--- src/rtl/address_sequencer_pkg.sv ---
// addr_seq_pkg: shared types for the address sequencer.
// Provides the state enum, the latched sweep configuration struct and the
// default widths that the struct is built from.
package addr_seq_pkg;
    localparam int AS_ADDR_W = 10;
    localparam int AS_STEP_W = 4;

    typedef enum logic [1:0] {IDLE, RUN, DONE} addr_seq_state_t;

    typedef struct packed {
        logic [AS_ADDR_W-1:0] base;
        logic [AS_ADDR_W-1:0] limit;
        logic [AS_STEP_W-1:0] step;
        logic                 down;
        logic                 wrap;
    } addr_seq_cfg_t;
endpackage

--- src/rtl/address_sequencer_if.sv ---
// address_sequencer_if: address stream from the sequencer to the RAM port.
// Ports: addr, addr_valid, addr_last driven by the master; addr_ready by the slave.
interface address_sequencer_if #(parameter int ADDR_W = 10);
    logic [ADDR_W-1:0] addr;
    logic              addr_valid;
    logic              addr_last;
    logic              addr_ready;

    modport master(output addr, output addr_valid, output addr_last, input addr_ready);
    modport slave(input addr, input addr_valid, input addr_last, output addr_ready);
endinterface

--- src/rtl/address_sequencer_step_calc.sv ---
// addr_step_calc: combinational next-address, last-beat and start-address logic.
// Ports: addr (current address), cfg (latched configuration) in;
//        next_addr, start_addr, last out.
module addr_step_calc
    import addr_seq_pkg::*;
(
    input  logic [AS_ADDR_W-1:0] addr,
    input  addr_seq_cfg_t        cfg,
    output logic [AS_ADDR_W-1:0] next_addr,
    output logic [AS_ADDR_W-1:0] start_addr,
    output logic                 last
);
    logic [AS_STEP_W-1:0] step_eff;
    logic [AS_ADDR_W:0]   step_x;
    logic [AS_ADDR_W:0]   sum;
    logic [AS_ADDR_W:0]   diff;

    // A zero step would never advance, so it behaves as step 1.
    assign step_eff   = (cfg.step == '0) ? AS_STEP_W'(1) : cfg.step;
    assign step_x     = (AS_ADDR_W+1)'(step_eff);
    // The extra top bit catches carry (up) or borrow (down) past the address range.
    assign sum        = {1'b0, addr} + step_x;
    assign diff       = {1'b0, addr} - step_x;
    assign next_addr  = cfg.down ? diff[AS_ADDR_W-1:0] : sum[AS_ADDR_W-1:0];
    assign last       = cfg.down ? (diff[AS_ADDR_W] || diff[AS_ADDR_W-1:0] < cfg.base)
                                 : (sum[AS_ADDR_W] || sum[AS_ADDR_W-1:0] > cfg.limit);
    assign start_addr = cfg.down ? cfg.limit : cfg.base;
endmodule

--- src/rtl/address_sequencer.sv ---
// address_sequencer: configurable base/limit/step address sweep over a valid/ready stream.
// Ports: clk, reset (async, active-high); start/abort control; cfg_* sweep setup
//        latched on start; bus (master) carries addr/addr_valid/addr_last/addr_ready;
//        busy, done, cfg_err status; pass_count of completed passes (saturating).
module address_sequencer
    import addr_seq_pkg::*;
#(
    parameter int ADDR_W        = AS_ADDR_W,
    parameter int STEP_W        = AS_STEP_W,
    parameter int PASS_W        = 8,
    parameter bit CLEAR_ON_IDLE = 1'b1
) (
    input  logic                clk,
    input  logic                reset,
    input  logic                start,
    input  logic                abort,
    input  logic [ADDR_W-1:0]   cfg_base,
    input  logic [ADDR_W-1:0]   cfg_limit,
    input  logic [STEP_W-1:0]   cfg_step,
    input  logic                cfg_down,
    input  logic                cfg_wrap,
    address_sequencer_if.master bus,
    output logic                busy,
    output logic                done,
    output logic                cfg_err,
    output logic [PASS_W-1:0]   pass_count
);
    addr_seq_state_t   state_q, state_d;
    addr_seq_cfg_t     cfg_q, cfg_d;
    logic [ADDR_W-1:0] addr_q, addr_d, next_q, next_d, start_d, idle_addr;
    logic              last_q, last_d, calc_last;
    logic              valid_q, valid_d, done_q, done_d, err_q, err_d;
    logic [PASS_W-1:0] pass_q, pass_d;
    logic              go, fire;

    assign go        = state_q == IDLE && start && !abort && cfg_base <= cfg_limit;
    assign fire      = valid_q && bus.addr_ready;
    assign idle_addr = CLEAR_ON_IDLE ? '0 : addr_q;
    assign cfg_d     = go ? '{base: cfg_base, limit: cfg_limit, step: cfg_step,
                              down: cfg_down, wrap: cfg_wrap} : cfg_q;

    // Evaluated on the address about to be registered, so next/last are
    // ready as flops alongside addr and addr_ready never reaches an output.
    addr_step_calc u_calc (
        .addr       (addr_d),
        .cfg        (cfg_d),
        .next_addr  (next_d),
        .start_addr (start_d),
        .last       (calc_last)
    );

    assign last_d = valid_d && calc_last;

    always_comb begin
        state_d = state_q;
        addr_d  = addr_q;
        valid_d = valid_q;
        done_d  = 1'b0;
        err_d   = 1'b0;
        pass_d  = pass_q;
        if (state_q == IDLE) begin
            if (go) begin
                state_d = RUN;
                addr_d  = start_d;
                valid_d = 1'b1;
                pass_d  = '0;
            end else begin
                // Not accepted despite start without abort: base > limit.
                err_d = start && !abort;
            end
        end else if (abort || state_q == DONE) begin
            state_d = IDLE;
            valid_d = 1'b0;
            addr_d  = idle_addr;
        end else if (fire) begin
            if (last_q) begin
                pass_d = &pass_q ? pass_q : pass_q + 1'b1;
                if (cfg_q.wrap) begin
                    addr_d = start_d;
                end else begin
                    state_d = DONE;
                    valid_d = 1'b0;
                    done_d  = 1'b1;
                end
            end else begin
                addr_d = next_q;
            end
        end
    end

    always_ff @(posedge clk or posedge reset) begin
        if (reset) begin
            state_q <= IDLE;
            cfg_q   <= '0;
            addr_q  <= '0;
            next_q  <= '0;
            last_q  <= 1'b0;
            valid_q <= 1'b0;
            done_q  <= 1'b0;
            err_q   <= 1'b0;
            pass_q  <= '0;
        end else begin
            state_q <= state_d;
            cfg_q   <= cfg_d;
            addr_q  <= addr_d;
            next_q  <= next_d;
            last_q  <= last_d;
            valid_q <= valid_d;
            done_q  <= done_d;
            err_q   <= err_d;
            pass_q  <= pass_d;
        end
    end

    assign bus.addr       = addr_q;
    assign bus.addr_valid = valid_q;
    assign bus.addr_last  = last_q;
    assign busy           = state_q == RUN;
    assign done           = done_q;
    assign cfg_err        = err_q;
    assign pass_count     = pass_q;
endmodule

--- src/flat_wrapper.sv ---
// flat-port wrapper written by rule: the top's interface ports become plain ports
module address_sequencer_flat import addr_seq_pkg::*;
#(
    parameter int ADDR_W        = AS_ADDR_W,
    parameter int STEP_W        = AS_STEP_W,
    parameter int PASS_W        = 8,
    parameter bit CLEAR_ON_IDLE = 1'b1
)
  (clk, reset, start, abort, cfg_base, cfg_limit, cfg_step, cfg_down, cfg_wrap, busy, done, cfg_err, pass_count, bus_addr, bus_addr_valid, bus_addr_last, bus_addr_ready);
  address_sequencer_if #(.ADDR_W(ADDR_W)) bus_i ();
  input  logic clk;
  input  logic reset;
  input  logic start;
  input  logic abort;
  input  logic [ADDR_W-1:0] cfg_base;
  input  logic [ADDR_W-1:0] cfg_limit;
  input  logic [STEP_W-1:0] cfg_step;
  input  logic cfg_down;
  input  logic cfg_wrap;
  output logic busy;
  output logic done;
  output logic cfg_err;
  output logic [PASS_W-1:0] pass_count;
  output wire logic [$bits(bus_i.addr)-1:0] bus_addr;
  output wire logic [$bits(bus_i.addr_valid)-1:0] bus_addr_valid;
  output wire logic [$bits(bus_i.addr_last)-1:0] bus_addr_last;
  input wire logic [$bits(bus_i.addr_ready)-1:0] bus_addr_ready;
  assign bus_addr = bus_i.addr;
  assign bus_addr_valid = bus_i.addr_valid;
  assign bus_addr_last = bus_i.addr_last;
  assign bus_i.addr_ready = bus_addr_ready;
  address_sequencer #(.ADDR_W(ADDR_W), .STEP_W(STEP_W), .PASS_W(PASS_W), .CLEAR_ON_IDLE(CLEAR_ON_IDLE)) u_core (.clk(clk), .reset(reset), .start(start), .abort(abort), .cfg_base(cfg_base), .cfg_limit(cfg_limit), .cfg_step(cfg_step), .cfg_down(cfg_down), .cfg_wrap(cfg_wrap), .bus(bus_i), .busy(busy), .done(done), .cfg_err(cfg_err), .pass_count(pass_count));
endmodule
--- config.mk ---
export PLATFORM = sky130hd
export DESIGN_NAME = address_sequencer_flat
export DESIGN_NICKNAME = d
export VERILOG_FILES = /design/src/rtl/address_sequencer_pkg.sv /design/src/rtl/address_sequencer_if.sv /design/src/rtl/address_sequencer_step_calc.sv /design/src/rtl/address_sequencer.sv /design/src/flat_wrapper.sv
export SDC_FILE = /design/constraint.sdc
export NUM_CORES = 1
export LEC_CHECK = 0
export CAP_MARGIN = 20
export CORE_MARGIN = 2
export CORE_UTILIZATION = 44
export DETAILED_ROUTE_END_ITERATION = 6
export PLACE_DENSITY = 0.74
export SYNTH_ARGS = -nofsm -noshare
export SYNTH_HDL_FRONTEND = slang
export SYNTH_SLANG_ARGS = --single-unit
--- constraint.sdc ---
create_clock -name clk -period 5.1 [get_ports clk]
set_input_delay 1.02 -clock clk [delete_from_list [all_inputs] [get_ports clk]]
set_output_delay 1.02 -clock clk [all_outputs]
set_load 0.1 [all_outputs]
### Word-level counts from Yosys, hierarchy flattened

Index checks and enable logic that the tools add are counted.

* memory bits (read-only): 0
* bits in registers: 60
* RAM bits: 0
* latch bits: 0
* input port bits: 31
* output and inout bits: 23
* memories: 0

* bitwise gates (word level): 0
* eq/ne operators: 6
* shift operators: 0
* muxes and demuxes: 36
* multipliers: 0
* $lt $le $gt $ge: 3
* $add $sub $neg: 3
* reduce and logical (&&, ||, !) cells: 19
* div/mod/pow operators: 0

Operators with widths (number)
* 10-bit two-way mux: 8
* 8-bit two-way mux: 6
* 26-bit two-way mux: 1
* 1-bit two-way mux: 14
* 2-bit two-way mux: 6
* 10-bit by 4-bit adder with 11-bit output: 1
* 10-bit by 4-bit subtractor with 11-bit output: 1
* 10-bit greater-than comparator: 1
* 10-bit less-or-equal comparator: 1
* 10-bit less-than comparator: 1
* 8-bit by 1-bit adder with 8-bit output, second input constant: 1
* 8-bit AND reduction: 1
* 1-bit logical AND: 6
* 2-bit by 1-bit != test with 1-bit output, second input constant: 3
* 3-bit nonzero test: 2
* 5-bit AND reduction: 1
* 4-bit logical NOT: 1
* 4-bit two-way mux: 1
* 4-bit AND reduction: 1
* 2-bit nonzero test: 2
* 1-bit logical OR: 3
* 3-bit != test, second input constant: 1
* 2-bit by 1-bit equality test with 1-bit output, second input constant: 1
* 2-bit equality test, second input constant: 1
* other kinds (2): 2

### Logic depth before layout (Yosys ltp)

Gate-level depths: netlist (run 1).

* depth after elaboration: 16
* mapped depth: 29
* mapped depth without buffers: 27

### Modules after synthesis

A second synthesis (run 1) with hierarchy kept.

* cell total of the unflattened synthesis: 454
* area total of the unflattened synthesis: 4383.0 um2

Modules (own cells, without submodules)
* address_sequencer: area an instance 3076.7 um2, sequential area each 1501.4 um2, cells an instance 273, times used 1
* addr_step_calc: area an instance 1306.3 um2, sequential area each 0.0 um2, cells an instance 181, times used 1

### Least setup slack after synthesis (run 1)

No wires, ideal clock.

* kind: input to register
* start point: input cfg_limit[9]
* end point: register u_core.last_q, in the netlist u_core.bus.addr_last
* slack: -1.113 ns
* data required time: 5.013 ns
* stages: 27
* arrival time: 6.127 ns
* library setup time: 0.087 ns
* path through: inv_1 -> ha_1 -> a21oi_1 -> o211ai_1 -> nor4_4 -> or2_1 -> buf_6 -> mux2i_4 -> inv_2 -> mux2i_1 -> nor2_1 -> o311ai_1 -> ha_1 -> a21o_1 -> a21oi_1 -> inv_1 -> a211oi_1 -> nor4b_4 -> xor2_1 -> ha_1 -> a2111oi_0 -> nand2_1 -> o22ai_1 -> nand2b_1 -> nor4_1 -> a2111oi_2 -> a211oi_2

RTL lines
* from (decl): line flat_wrapper.sv:16 `input logic [ADDR_W-1:0] cfg_limit;`
* to (signal assigned): line address_sequencer.sv:107 `last_q <= last_d;`
* to (decl): line address_sequencer.sv:31 `logic last_q, last_d, calc_last;`

==> run metrics, run 1 <==
xor/xnor share of the synthesized area=4.575%; FP Rows=36; area leader, netlist=dfrtp_1; die height=between 100 and 150 um; final hold vios=0; first-pass GRT wire length=22510 um; Arr. time, crit path=6.09 ns; routed len/inst=17.88 um; GRT Overall Usage=26.54%; simple-gate portion of the synthesized area=19.27%; Most used DFF post-synth=dfrtp_1; clk slew on worst S/H paths=0.07 ns; failing checks=negative setup slack; Post-Layout Cell Count=776; Hold WC Path Type=flip-flop to flip-flop; largest family of logic cells by synthesized area=simple AND/OR/NAND/NOR gates; Core ar.=slightly below 10000 um2; synth warn=0; Root Driver=clkbuf_8; num ports=54; Initial Util=44.97%; TritonCTS clock tree=built; final core utilization=65.55%; syn nets=543; post-route ant nets=0; Clock Skew=0.007474 ns; vias in the first global route=4269; Max-Cap Viols=0; area share of the largest cell type after synthesis=34.32%; critical path data required time=5.37 ns; HPWL Detailed=10450 um; fraction of the mapped netlist area in adder cells=11.78%; fin crit period=5.823 ns; final count of negative-setup-slack endpoints=1; CTS Buf Count=9; Tightest Pin Transition=0.9903 ns; post-synthesis cell type count=72; total die area=10760 um2; outcome=complete, but fails checks; dominant cells by area after synthesis=dfrtp_1, ha_1, nand2_1; Final WS setup=-0.7227 ns; initial antenna violation count=0; WS Path Type=input pin to flip-flop; maximum clock rate=about 170 MHz; max-slew violation count=0; power per cell area=697.1 nW/um2; H-tree lvl count=3; # diodes=0; hold slack=0.4807 ns; fin crit share=114.2%; Synth Register Bits=60; RSZ-0062 raised after global routing=true; later-pin clock latency in the skew report=0.36 ns; Setup WS pre-CTS=-1.462 ns; Mapped Cells=472; FFs w/ async S/R, synth=100.0%; Sink Count=60; DRC=0; Iter 0 DRT Violations=223; largest net degree at the start of global routing=61; sequential-to-total area share from yosys stat=around a third; CP Capture Type=flip-flop; Compound-Gate Fraction of Synth Area=16.27%; Mean Syn Cell Area=9.270 um2; placed cell count=737; most frequent cells in the layout=buf_4, nand2_1, dfrtp_1, nor2_1; Die Wd=103.7 um; Bufs on Longest Clock Path=2; VDD IR max=0.0002749 V; worst rel slew slack=33.77%; synthesized cell area=4375 um2; GPL Wtd Cong=~0.93; via count=~4200; R2R Setup Slk=0.10 ns; fill cell count=742; drt first pass iters=5; aggregate routed wire length=13870 um; area grow syn2layout=45.75%; commonest non-fill, non-tap cell in the layout=buf_4; TNS Setup=-0.7227 ns; Layout Nets=709; remaining global-route overflow=0; EDFF count, synth=0; Worst Setup Start Kind=input pin; Post-CTS Hold Buffers=0; worst-path fanout max=5; Leakage=3.030 nW; layout cell share with drive strength beyond 1=between 30% and 40%; mux cell area share after synthesis=slightly below 8%; port bufs=53; Vias/cell=5.394
-- what timing repair did --
| action | in CTS | in global routing |
|---|---|---|
| pin swaps | 37 | 27 |
| gates resized for setup | 106 | 10 |
| buffers inserted | 17 | 6 |
| setup endpoints to repair | 5 | 3 |
-- power breakdown --
| group | switching (mW) | internal [mW] |
|---|---|---|
| Sequential | 0.135 | 0.646 |
| Combinational | 1.71 | 1.46 |
| Clock | 0.204 | 0.287 |
-- synth_stat cells (5+ instances only) --
master,instances
clkbuf_1,9
nor2b_1,7
ha_1,38
o22ai_1,5
mux2_2,5
xnor2_1,9
o211ai_1,6
nand4_1,9
o21ai_0,17
inv_1,44
nand3_1,8
nor3_1,10
mux2i_1,19
nor2_1,34
xor2_1,12
a22oi_1,5
a21oi_1,21
o21a_1,7
buf_2,6
dfrtp_1,60
nand2_1,63
-- worst paths after layout --
check                                              startpoint                                to  depth (start not counted)
worst max-delay path                             cfg_limit[7]    u_core.bus.addr_last$_DFF_PP0_                         28
worst min-delay path                u_core.cfg_q[2]$_DFF_PP0_         u_core.cfg_q[2]$_DFF_PP0_                          2
worst max register to register  u_core.state_q[1]$_DFFE_PP0P_    u_core.bus.addr_last$_DFF_PP0_                         25
worst min register to register      u_core.cfg_q[2]$_DFF_PP0_         u_core.cfg_q[2]$_DFF_PP0_                          2
max in group asynchronous                               reset        u_core.next_q[5]$_DFF_PP0_                          3
min in group asynchronous                               reset  u_core.pass_count[2]$_DFFE_PP0P_                          3
-- metal layers --
layer	wire, um	vias up	track usage [%]
met4	285	0	8.880
met5	0	-	0
met1	6040	2032	34.81
li1	-	1991	-
met2	6817	139	44.75
met3	730	24	4.279
-- sequential cells by signal, indices dropped and copies added (netlist names) --
| signal | count |
|---|---|
| u_core.bus.addr_valid | 1 |
| u_core.bus.addr_last | 1 |
| u_core.next_q | 10 |
| u_core.done | 1 |
| u_core.bus.addr | 10 |
| u_core.state_q | 2 |
| u_core.pass_count | 8 |
| u_core.cfg_err | 1 |
| u_core.cfg_q | 26 |
-- critical path, cell delays in order --
cell and delay (ns):
buf_8 0.08, inv_4 0.03, ha_4 0.26, nand4_1 0.21
or3_4 0.47, a21oi_4 0.16, or2_4 0.17, mux2i_4 0.32
inv_2 0.10, mux2i_2 0.21, nor2_1 0.08, o311ai_2 0.34
ha_1 0.31, buf_4 0.15, inv_2 0.06, o21bai_2 0.07
a21oi_2 0.15, o211ai_1 0.14, buf_4 0.20, xnor2_2 0.14
ha_2 0.21, a2111oi_4 0.29, nand2_1 0.11, o22ai_2 0.19
nand2b_1 0.09, nor4_2 0.28, a2111oi_2 0.09, a211oi_2 0.14
-- final cells by class --
type	instances	area (um2)	area share, %
clock buffers	10	137.6	2.158
well taps	133	166.4	2.609
repair buffers	172	1455	22.82
flip-flops and latches	60	1501	23.54
inverters	45	176.4	2.766
clock inverters	6	87.58	1.373
multi-input cells	350	2853	44.73
-- stage by stage --
step | total power [mW] | instance area, um2
final | 4.446 | 6377
after global routing | 4.742 | 6377
after CTS | 4.280 | 6296
after detailed placement | 3.566 | 5809
after global placement | 3.501 | 5809
after floorplan | 2.524 | 4468
-- kinds of logic (layout without fill, tap and decap cells) --
| logic type | Yosys count | in the layout |
|---|---|---|
| xor+xnor | 22 | 22 |
| buf+inv | 62 | 233 |
| flops | 60 | 60 |
| fa+ha+maj | 40 | 40 |
| simple gates | 162 | 162 |
| compound gates | 97 | 97 |
| mux | 29 | 29 |
Note: power is estimated with default switching activity, not from simulation.
==> inputs of run 2 (changes only) <==
--- a/config.mk
+++ b/config.mk
@@ -13,3 +13,4 @@
 export SYNTH_ARGS = -nofsm -noshare
 export SYNTH_HDL_FRONTEND = slang
 export SYNTH_SLANG_ARGS = --single-unit
+export TNS_END_PERCENT = 50
==> run 2 against run 1 <==
The run still ends with negative setup slack left; first-iteration DRC count shrank 2.7%; via count is the same; global-route usage is the same; clock skew shrank 0.00075 ns; critical path depth is the same; largest cell class unchanged; highest routed layer unchanged.
==> run metrics, run 2 (synthesis results as in run 1) <==
Core ar.=9729 um2 (unchanged); Worst Setup Start Kind=input pin; final count of negative-setup-slack endpoints=1 (unchanged); WS Path Type=input pin to flip-flop; GPL Wtd Cong=0.9281 (unchanged); CP Capture Type=flip-flop; Tightest Pin Transition=0.9903 ns (+0.00001168 ns); CTS Buf Count=9 (unchanged); later-pin clock latency in the skew report=0.36 ns (about the same); largest net degree at the start of global routing=61 (unchanged); Leakage=3.030 nW (unchanged); Final WS setup=-0.7289 ns (-0.006187 ns); max-slew violation count=0 (unchanged); total die area=10760 um2 (unchanged); DRC=0 (unchanged); final hold vios=0 (unchanged); total power=4.447 mW (about the same); failing checks=negative setup slack; VDD IR max=0.0002757 V (+0.28%); Sink Count=60 (unchanged); dpl cell area=5809 um2 (unchanged); Clock Skew=0.006728 ns (-0.0007464 ns); area grow syn2layout=45.75% (unchanged); fin crit period=5.829 ns (+0.006187 ns); Root Driver=clkbuf_8; worst-path fanout max=5 (unchanged); fin crit share=114.3% (+0.12 points); Worst R2R Path Depth=25 (unchanged); GRT Overall Usage=26.54% (unchanged); RSZ-0062 raised after global routing=true; # diodes=0 (unchanged); commonest non-fill, non-tap cell in the layout=buf_4; first-pass GRT wire length=22510 um (unchanged); HPWL Detailed=10450 um (unchanged); critical path data required time=5.37 ns (about the same); Max-Cap Viols=0 (unchanged); drt first pass iters=5 (unchanged); Die Wd=103.7 um (unchanged); TritonCTS clock tree=built; most frequent cells in the layout=buf_4, nand2_1, dfrtp_1, nor2_1; port bufs=53 (unchanged); outcome=complete, but fails checks; FF+latch area=1501 um2 (unchanged); Largest register FFs=26 (unchanged); routed len/inst=17.83 um (-0.26%); Hold WC Path Type=flip-flop to flip-flop; Arr. time, crit path=6.10 ns (about the same); remaining global-route overflow=0 (unchanged); Hold Path Stages=2 (unchanged); clk slew on worst S/H paths=0.07 ns (about the same); fill cell count=742 (unchanged); die height=103.7 um (unchanged); design area=6377 um2 (unchanged); power per cell area=697.2 nW/um2 (about the same); H-tree lvl count=3 (unchanged); maximum clock rate=171.6 MHz (-0.11%); aggregate routed wire length=13840 um (-0.26%); Top reg by flops=u_core.cfg_q; FP Rows=36 (unchanged); Iter 0 DRT Violations=217 (-2.7%); vias in the first global route=4269 (unchanged); initial antenna violation count=0 (unchanged); layout cell share with drive strength beyond 1=35.30% (unchanged); num ports=54 (unchanged); via count=4186 (unchanged); Post-CTS Hold Buffers=0 (unchanged); Initial Util=44.97% (unchanged); Bufs on Longest Clock Path=2 (unchanged); post-route ant nets=0 (unchanged); worst rel slew slack=33.77% (about the same); Multi-input gate area=2853 um2 (unchanged); Layout Nets=709 (unchanged); Vias/cell=5.394 (unchanged)
[run 2: cell counts in the layout (fill, tap and decap cells not counted)]
Identical to the previous run, type by type.
[run 2: routing by layer]
layer	global-route usage, %	up-vias	share of wire [%]	wire length, um
li1	-	1994	-	-
met1	34.81	2027	43	5949
met2	44.75	145	50	6861
met3	4.279	20	5.6	776
met4	8.880	0	1.8	248
met5	0	-	0	0
[run 2: area by class of cell]
type | instances | share of cell area [%]
inverter | 45 | 2.766
tap | 133 | 2.609
multi-input combinational | 350 | 44.73
clock inverter | 6 | 1.373
timing repair buffer | 172 | 22.82
sequential | 60 | 23.54
clock buffer | 10 | 2.158
[run 2: report_power, final]
group / switching, mW / total [mW] / internal [mW]
sequential: 0.134 / 0.780 / 0.646
combinational: 1.72 / 3.18 / 1.46
clock: 0.203 / 0.490 / 0.287
total: 2.05 / 4.45 / 2.39
[run 2: worst max-delay path: stages]
cell       delay, ns
buf_8           0.08
inv_4           0.03
ha_4            0.26
nand4_1         0.21
or3_4           0.47
a21oi_4         0.16
or2_4           0.17
mux2i_4         0.32
inv_2           0.10
mux2i_2         0.21
nor2_1          0.08
o311ai_2        0.34
ha_1            0.31
buf_4           0.15
inv_2           0.06
o21bai_2        0.07
a21oi_2         0.15
o211ai_1        0.14
buf_4           0.20
xnor2_2         0.14
ha_2            0.21
a2111oi_4       0.29
nand2_1         0.12
o22ai_2         0.19
nand2b_1        0.09
nor4_2          0.28
a2111oi_2       0.09
a211oi_2        0.14
[run 2: final timing paths]
check | endpoint | start | slack [ns]
min in group asynchronous | u_core.cfg_q[6]$_DFF_PP0_ | reset | 1.19
setup reg to reg | u_core.bus.addr_last$_DFF_PP0_ | u_core.state_q[1]$_DFFE_PP0P_ | 0.11
max in group asynchronous | u_core.bus.addr[9]$_DFF_PP0_ | reset | 3.38
hold / removal | u_core.cfg_q[2]$_DFF_PP0_ | u_core.cfg_q[2]$_DFF_PP0_ | 0.48
hold reg to reg | u_core.cfg_q[2]$_DFF_PP0_ | u_core.cfg_q[2]$_DFF_PP0_ | 0.48
setup / recovery | u_core.bus.addr_last$_DFF_PP0_ | cfg_limit[7] | -0.73
[run 2: per-stage QoR]
stage               hold slack, ns  std cells  setup WS [ns]  util, %  TNS, ns
floorplan                   0.4416        472        -0.8344        -  -0.8344
global placement            0.4618        737         -1.349    59.71   -3.283
detailed placement          0.4658        737         -1.462    59.71   -3.796
CTS                         0.4830        770        -0.5796    64.71  -0.5796
global route                0.5035        776         -1.071    65.55   -1.251
finish                      0.4810        776        -0.7289    65.55  -0.7289
[run 2: what timing repair did]
action | CTS | global route
pin swaps | 37 | 27
setup buffers | 17 | 6
gates resized for setup | 106 | 10
endpoints found under the setup margin | 5 | 3
==> inputs of run 3 (changes only) <==
--- a/config.mk
+++ b/config.mk
@@ -5,6 +5,7 @@
 export SDC_FILE = /design/constraint.sdc
 export NUM_CORES = 1
 export LEC_CHECK = 0
+export ABC_AREA = 0
 export CAP_MARGIN = 20
 export CORE_MARGIN = 2
 export CORE_UTILIZATION = 44
==> constraint.sdc (replaced) <==
create_clock -name clk -period 5.1 [get_ports clk]
set_input_delay 0.765 -clock clk [delete_from_list [all_inputs] [get_ports clk]]
set_output_delay 0.765 -clock clk [all_outputs]
set_load 0.1 [all_outputs]
==> run 3 against run 2 <==
The run still ends with negative setup slack left; non-clock buffer count shrank 5; cell area rose by 1.1%; clock-buffer cell count grew 2; sequential share of layout area shrank 0.26 points; clock power grew 11%; core utilization increased by 0.73 points; highest routed layer unchanged; critical path depth shrank 2; first-iteration DRC count grew 130%; global-route usage increased by 0.38 points; power increased by 2.6%; critical path type unchanged; setup slack better by 0.36 ns.
==> run metrics, run 3 (synthesis results as in run 1) <==
outcome=complete, but fails checks; failing checks=negative setup slack; routed len/inst=19.06 um (+6.9%); CP Capture Type=flip-flop; hold slack=0.5079 ns (+0.02698 ns); area grow syn2layout=47.38%; Root Driver=clkbuf_8; via count=4455 (+6.4%); GPL Wtd Cong=0.9262 (-0.20%); vias in the first global route=4499 (+5.4%); Post-Layout Cell Count=771 (-0.64%); later-pin clock latency in the skew report=0.35 ns (about the same); Max-Cap Viols=0 (unchanged); GRT Overall Usage=26.92% (+0.38 points); num ports=54 (unchanged); clk slew on worst S/H paths=0.07 ns (about the same); Die Wd=103.7 um (unchanged); max-slew violation count=0 (unchanged); power per cell area=707.2 nW/um2 (+1.4%); placed cell count=735 (-0.27%); TritonCTS clock tree=built; critical path data required time=5.32 ns (-0.05 ns); fin crit period=5.473 ns (-0.3564 ns); DRC=0 (unchanged); final core utilization=66.28% (+0.73 points); commonest non-fill, non-tap cell in the layout=buf_4; worst rel slew slack=34.08% (+0.30 points); Top reg by flops=u_core.cfg_q; HPWL Detailed=10370 um (-0.81%); die height=103.7 um (unchanged); Sink Count=60 (unchanged); drt first pass iters=6 (+1); H-tree lvl count=3 (unchanged); Hold WC Path Type=flip-flop to flip-flop; final count of negative-setup-slack endpoints=1 (unchanged); WS Path Type=input pin to flip-flop; largest net degree at the start of global routing=61 (unchanged); Vias/cell=5.778 (+7.1%); Layout Nets=704 (-0.71%); R2R Setup Slk=0.15 ns (+0.04 ns); Bufs on Longest Clock Path=2 (unchanged); Post-CTS Hold Buffers=0 (unchanged); initial antenna violation count=0 (unchanged); Setup WS pre-CTS=-1.179 ns (+0.2831 ns); Largest register FFs=26 (unchanged); most frequent cells in the layout=buf_4, nand2_1, dfrtp_1, clkdlybuf4s50_1; total power=4.560 mW (+2.6%); fin crit share=107.3% (-7.0 points); FP Rows=36 (unchanged); maximum clock rate=182.7 MHz (+6.5%); CTS Buf Count=9 (unchanged); Iter 0 DRT Violations=493 (+130%); remaining global-route overflow=0 (unchanged); layout cell share with drive strength beyond 1=37.15% (+1.8 points); post-route ant nets=0 (unchanged); first-pass GRT wire length=22830 um (+1.4%); Clock Skew=0.007073 ns (+0.0003456 ns); Arr. time, crit path=5.69 ns (-0.41 ns); Worst Setup Start Kind=input pin; port bufs=53 (unchanged); VDD IR max=0.0003012 V (+9.3%); worst-path fanout max=4 (-1); RSZ-0062 raised after global routing=true; Tightest Pin Transition=0.9858 ns (-0.004560 ns); aggregate routed wire length=14690 um (+6.2%); final hold vios=0 (unchanged); Initial Util=44.97% (unchanged); # diodes=0 (unchanged); Leakage=3.012 nW (-0.58%); total die area=10760 um2 (unchanged); Core ar.=9729 um2 (unchanged); Final WS setup=-0.3725 ns (+0.3564 ns)
## run 3: worst paths after layout
| kind | end | start | cells after the start |
|---|---|---|---|
| setup / recovery | u_core.bus.addr_last$_DFF_PP0_ | cfg_base[4] | 26 |
| hold / removal | u_core.cfg_q[20]$_DFF_PP0_ | u_core.cfg_q[20]$_DFF_PP0_ | 2 |
| setup reg to reg | u_core.bus.addr_last$_DFF_PP0_ | u_core.state_q[1]$_DFFE_PP0P_ | 23 |
| hold reg to reg | u_core.cfg_q[20]$_DFF_PP0_ | u_core.cfg_q[20]$_DFF_PP0_ | 2 |
| max in group asynchronous | u_core.cfg_q[11]$_DFF_PP0_ | reset | 3 |
| min in group asynchronous | u_core.cfg_q[7]$_DFF_PP0_ | reset | 3 |
## run 3: through the flow
step	instance area, um2	TNS (ns)
detailed placement	5782	-2.010
finish	6449	-0.3725
global route	6449	-0.5969
global placement	5782	-1.501
floorplan	4468	-0.5794
CTS	6304	-0.3029
## run 3: final cells by class
type	instances	area (um2)
Sequential cell	60	1501
Inverter	45	178.9
Fill cell	689	3281
Tap cell	133	166.4
Clock buffer	12	155.1
Multi-Input combinational cell	350	2948
Timing Repair Buffer	167	1404
Clock inverter	4	95.09
## run 3: per-layer routing
layer / part of all wire [%] / wire [um] / GRT usage [%] / up-vias
li1: - / - / - / 1973
met1: 40 / 5912 / 33.37 / 2150
met2: 49 / 7183 / 47.45 / 282
met3: 7.0 / 1033 / 3.021 / 50
met4: 3.8 / 563 / 11.49 / 0
met5: 0 / 0 / 0 / -
## run 3: report_power, final
group          switching [mW]  internal, mW  total (mW)
clock network           0.195         0.351       0.545
logic                    1.78          1.45        3.24
registers               0.132         0.646       0.779
## run 3: what timing repair did
item                       in CTS  in global routing
gates resized for setup       118                 31
pin swaps                      44                 31
setup endpoints to repair       2                  1
buffers inserted               16                  4
gates cloned                    0                  0
## run 3: critical path, stage by stage
cell and delay [ns]:
buf_2 0.13, ha_4 0.27, nand4_1 0.14, buf_4 0.18, a211oi_4 0.28, nor4_4 0.09, or2_4 0.28, mux2i_4 0.22
inv_2 0.12, mux2i_2 0.24, nor2_1 0.09, o311ai_2 0.34, ha_1 0.32, buf_4 0.15, nor2_1 0.09, nor2_1 0.07
o21bai_1 0.24, and4_4 0.26, nand3_1 0.09, xnor2_1 0.16, ha_1 0.35, nand4_1 0.11, nor3_1 0.29, nor3_2 0.09
a21oi_2 0.20, a211oi_2 0.09
==> RTL edit 1 (config.mk and constraints of run 2) <==
Put one more register stage on the output `cfg_err`, with the module's reset. The value now appears one clock later. The other outputs are not delayed to match.
--- a/src/rtl/address_sequencer.sv
+++ b/src/rtl/address_sequencer.sv
@@ -119,3 +119,9 @@
     assign done           = done_q;
-    assign cfg_err        = err_q;
+    always_ff @(posedge clk or posedge reset) begin
+        if (reset) begin
+            cfg_err <= '0;
+        end else begin
+            cfg_err <= err_q;
+        end
+    end
     assign pass_count     = pass_q;
Function: changed (a bounded check fails within 4 cycles, from zero or initial values and one cycle with reset high).
==> RTL edit 1 against run 2 <==
The flow still finishes with violations (negative setup slack); first-iteration DRC count up 35%; sequential cell count up 1; final area unchanged; area after synthesis up 0.57%; critical path depth up 1; total power down 0.30%; synthesized cell count up 0.21%; wire length down 1.0%; worst setup slack worse by 27 ps; largest power group unchanged.
==> RTL edit 1: results (changes against run 2) <==
status=complete, but fails checks; failing checks=negative setup slack; r2r setup slk=0 ps (-110 ps); placed instance area=5870 µm² (+1.1%); wl on met1=5460 µm (-8.3%); top post-synthesis cells by count=63 x nand2_1, 61 x dfrtp_1, 44 x inv_1; GR Util met2=0.444 (-0.00341); largest net degree at the start of global routing=44 (-28%); gpl congestion=0.990 (+6.6%); vias per cell=5.52 (+2.3%); final cell count without fillers=780 (+0.52%); Post-Place Worst Slack=-1540 ps (-82.4 ps); synthesized area per cell=9.30 µm² (+0.36%); Critical-path top delay cell=o311ai_2; Final Setup Violations=1 (unchanged); 1st-iter DRT viols=294 (+35%); Avg WL per Cell=17.6 µm (-1.6%); pwr/cell area=695 nW/µm² (-0.30%); LEAKAGE=0.00304 µW (+0.28%); Largest register FFs=26 (unchanged); sequential power=792 µW (+2%); skew final=15.7 ps (+8.92 ps); multiplexer share of the synthesized area=0.0790 (-0.000452); Largest stage delay, worst path=360 ps (-110 ps); Psw=2050 µW (about the same); met3 usage=0.0401 (-0.00269); Synth Area in Adders=0.117 (-0.000670); GR met1 Demand/Resource=0.309 (-0.0387); Post-Synth XOR/XNOR Area=0.0455 (-0.000260); share of cells above drive strength 1=0.351 (-0.00218); met3 WL post-DR=876 µm (+13%); setup TNS=-756 ps (-27.4 ps); worst slew pin tran=986 ps (-3.89 ps); post-DP HPWL=10,600 µm (+1.4%); FILL cells=731 (-1.5%); fin nets=713 (+0.56%); Synth area leaders=dfrtp_1 35%, ha_1 11%, nand2_1 5.4%; worst ir drop on vdd=0.000285 V (+3.5%); first-pass GRT wire length=21,900 µm (-2.5%); critical path arrival=6110 ps (about the same); slack of the critical path=-756 ps (-27.4 ps); compound-gate portion of the synthesized area=0.162 (-0.000925); GRT Util Overall=0.256 (-0.00954); WL met2=6970 µm (+1.6%); Critical Path Fanout Max=3 (-2); Cells after DPL=745 (+1.1%); Synthesized Nets=544 (+0.18%); smallest hold slack=359 ps (-122 ps); vias in the first global route=4,437 (+3.9%); Top FF cell, synth=dfrtp_1; sequential fraction of the synthesis area=0.347 (+0.00374); Num CTS Buffers=9 (unchanged); worst hold start=u_core.err_q; worst r2r src=u_core.state_q[1]; Clk pwr share=0.097 (-0.013); WHS Endpoint=u_core.cfg_err
-- RTL edit 1: final cells by class --
type	instances	area (µm²)	area share
timing repair buffer	175	1450	0.228
sequential	61	1530	0.239
multi-input combinational	350	2870	0.449
inverter	45	174	0.0273
clock buffer	12	145	0.0228
tap	133	166	0.0261
clock inverter	4	47.5	0.00746
-- RTL edit 1: worst max-delay path by stage --
stage                       from                    to  slack, ps  cells after the start
CTS                 cfg_limit[5]  u_core.bus.addr_last       -610                     28
finish              cfg_limit[2]  u_core.bus.addr_last       -760                     29
detailed placement  cfg_limit[5]  u_core.bus.addr_last      -1540                     28
global route        cfg_limit[9]  u_core.bus.addr_last       -980                     28
floorplan           cfg_limit[9]  u_core.bus.addr_last       -830                     26
global placement    cfg_limit[5]  u_core.bus.addr_last      -1480                     29
-- RTL edit 1: timing repair --
item | CTS | global route
buffers inserted | 14 | 5
endpoints found under the setup margin | 6 | 3
gates resized for setup | 100 | 23
pin swaps | 35 | 22
gates cloned | 0 | 0
==> RTL edit 2 (settings of run 2) <==
Made on the original files. `CLEAR_ON_IDLE` is set to 1'b1 in 2 places; all go to 1'b0.
--- a/src/rtl/address_sequencer.sv
+++ b/src/rtl/address_sequencer.sv
@@ -10,3 +10,3 @@
     parameter int PASS_W        = 8,
-    parameter bit CLEAR_ON_IDLE = 1'b1
+    parameter bit CLEAR_ON_IDLE = 1'b0
 ) (
--- a/src/flat_wrapper.sv
+++ b/src/flat_wrapper.sv
@@ -6,3 +6,3 @@
     parameter int PASS_W        = 8,
-    parameter bit CLEAR_ON_IDLE = 1'b1
+    parameter bit CLEAR_ON_IDLE = 1'b0
 )
Behaviour: not the same (Yosys sat finds a counterexample within 4 cycles, from zero or initial values and one cycle with reset high).
==> RTL edit 2 against run 2 <==
The flow still finishes with violations (negative setup slack); sequential power shrank 3%; final area shrank 4.9%; clock power is 5.1% higher; non-clock buffer count decreased by 9; worst setup slack gained 270 ps; combinational power decreased by 19%; sequential share of layout area rose by 1.2 points; total power down 13%; area after synthesis decreased by 7.1%; sequential cell count did not move; via count decreased by 6.8%; synthesized cell count fell by 8.5%; wire length shrank 7.9%; critical path type unchanged.
==> RTL edit 2: results (changes against run 2) <==
skew final=12.6 ps (+5.86 ps); post-synthesis cell type count=58 (-19%); slew margin rel.=0.346 (+0.00869); Post-Place Worst Slack=-1420 ps (+45.3 ps); 1st-iter DRT viols=224 (+3.2%); Largest register FFs=26 (unchanged); LEAKAGE=0.00293 µW (-3.3%); setup TNS=-455 ps (+274 ps); first-pass GRT wire length=20,600 µm (-8.6%); Critical Path Fanout Max=5 (unchanged); root buffer selected by CTS=clkbuf_8; clk slew on worst S/H paths=around 80 ps; H-Tree Depth=3 (unchanged); Synthesized Nets=503 (-7.4%); sequential fraction of the synthesis area=0.369 (+0.0263); worst skew pair latency=350 ps; CP top delay family=compound AO/OA/AOI/OAI gates; post-DP HPWL=9240 µm (-12%); critical path arrival=5780 ps (-320 ps); FILL cells=696 (-6.2%); gpl congestion=0.936 (+0.84%); top post-synthesis cells by count=60 x dfrtp_1, 47 x inv_1, 38 x ha_1, 38 x nand2_1, 37 x nor2_1; register name with the most flops=u_core.cfg_q; Critical-path top delay cell=or4_4; Antenna Cells=0 (unchanged); placed instance area=5310 µm² (-8.5%); slack of the critical path=-455 ps (+274 ps); DRT Pass-1 Iters=5 (unchanged); IO Port Bufs=53 (unchanged); Synth Warn #=0 (unchanged); synthesized area per cell=9.41 µm² (+1.5%); CTS max path bufs=2 (unchanged); Num CTS Buffers=9 (unchanged); final cell count without fillers=711 (-8.4%); Final Setup Violations=1 (unchanged); startpoint class of the critical path=input pin; Synth area leaders=dfrtp_1 37%, ha_1 12%, mux2i_1 7.1%; antenna violations before repair=0 (unchanged); fin nets=666 (-6.1%); vias per cell=5.49 (+1.8%); Final Hold Viols=0 (unchanged); worst hold path class=flop to flop; Avg WL per Cell=17.9 µm (+0.54%); async set-or-reset flop fraction in the synthesized netlist=1.00 (unchanged); failing checks=negative setup slack; Cells after DPL=664 (-9.9%); largest net degree at the start of global routing=43 (-30%); Largest stage delay, worst path=590 ps (+120 ps); vias in the first global route=4,122 (-3.4%); share of cells above drive strength 1=0.362 (+0.00863); worst ir drop on vdd=0.000486 V (+76%); status=complete, but fails checks; GRT Util Overall=0.266 (+0.000906)
RTL edit 2: tightest hold or removal path, delay by kind of cell, from the launching register on:
kind	cells	cell delay, ps
flip-flops	1	330
AND/OR/NAND/NOR	2	110
RTL edit 2: layout make-up:
type,instances,area (µm²),area share
Sequential cell,60,1500,0.248
Timing Repair Buffer,163,1340,0.221
Clock inverter,5,83.8,0.0138
Clock buffer,11,151,0.0250
Multi-Input combinational cell,312,2650,0.437
Inverter,49,196,0.0324
Tap cell,111,139,0.0229
RTL edit 2: path summary, 6_finish.rpt:
| path | startpoint | end | slack [ps] | cells after the start |
|---|---|---|---|---|
| setup / recovery | cfg_limit[3] | u_core.bus.addr_last | -460 | 28 |
| hold / removal | u_core.cfg_q[2] | u_core.cfg_q[2] | 480 | 2 |
| setup reg to reg | u_core.state_q[1] | u_core.bus.addr_last | 480 | 24 |
| hold reg to reg | u_core.cfg_q[2] | u_core.cfg_q[2] | 480 | 2 |
| max in group asynchronous | reset | u_core.cfg_q[25] | 3190 | 3 |
| min in group asynchronous | reset | u_core.pass_count[2] | 990 | 2 |
RTL edit 2: report_power, final:
part           leakage [µW]  total, µW  switching (µW)  internal, µW
clock              0.000112        515             212           303
combinational       0.00208       2580            1410          1170
sequential         0.000740        760             125           635
RTL edit 2: cell families after synthesis:
logic type	count (synthesis)	synth area share
DFF	60	0.369
and+or+nand+nor	130	0.156
adders and majority gates	40	0.127
buffers and inverters	60	0.0597
AOI/OAI and AO/OA	83	0.147
muxes	35	0.0890
xor gates and xnor gates	24	0.0517
RTL edit 2: per-layer routing:
metal  track usage  share of wire
met3        0.0550          0.048
met1         0.335           0.43
met4         0.125          0.041
met5             0              0
met2         0.441           0.48
RTL edit 2: stage by stage:
step / hold slack, ps / total power [µW]
floorplan: 442 / 2220
global placement: 471 / 3010
detailed placement: 461 / 3050
CTS: 481 / 3790
global route: 529 / 4110
finish: 478 / 3860
RTL edit 2: timing repair:
action / 4_1_cts / 5_1_grt
endpoints found under the setup margin: 5 / 3
hold endpoints to repair: 0 / 0
resized for setup: 116 / 27
pin swaps: 45 / 32
setup buffers: 27 / 4
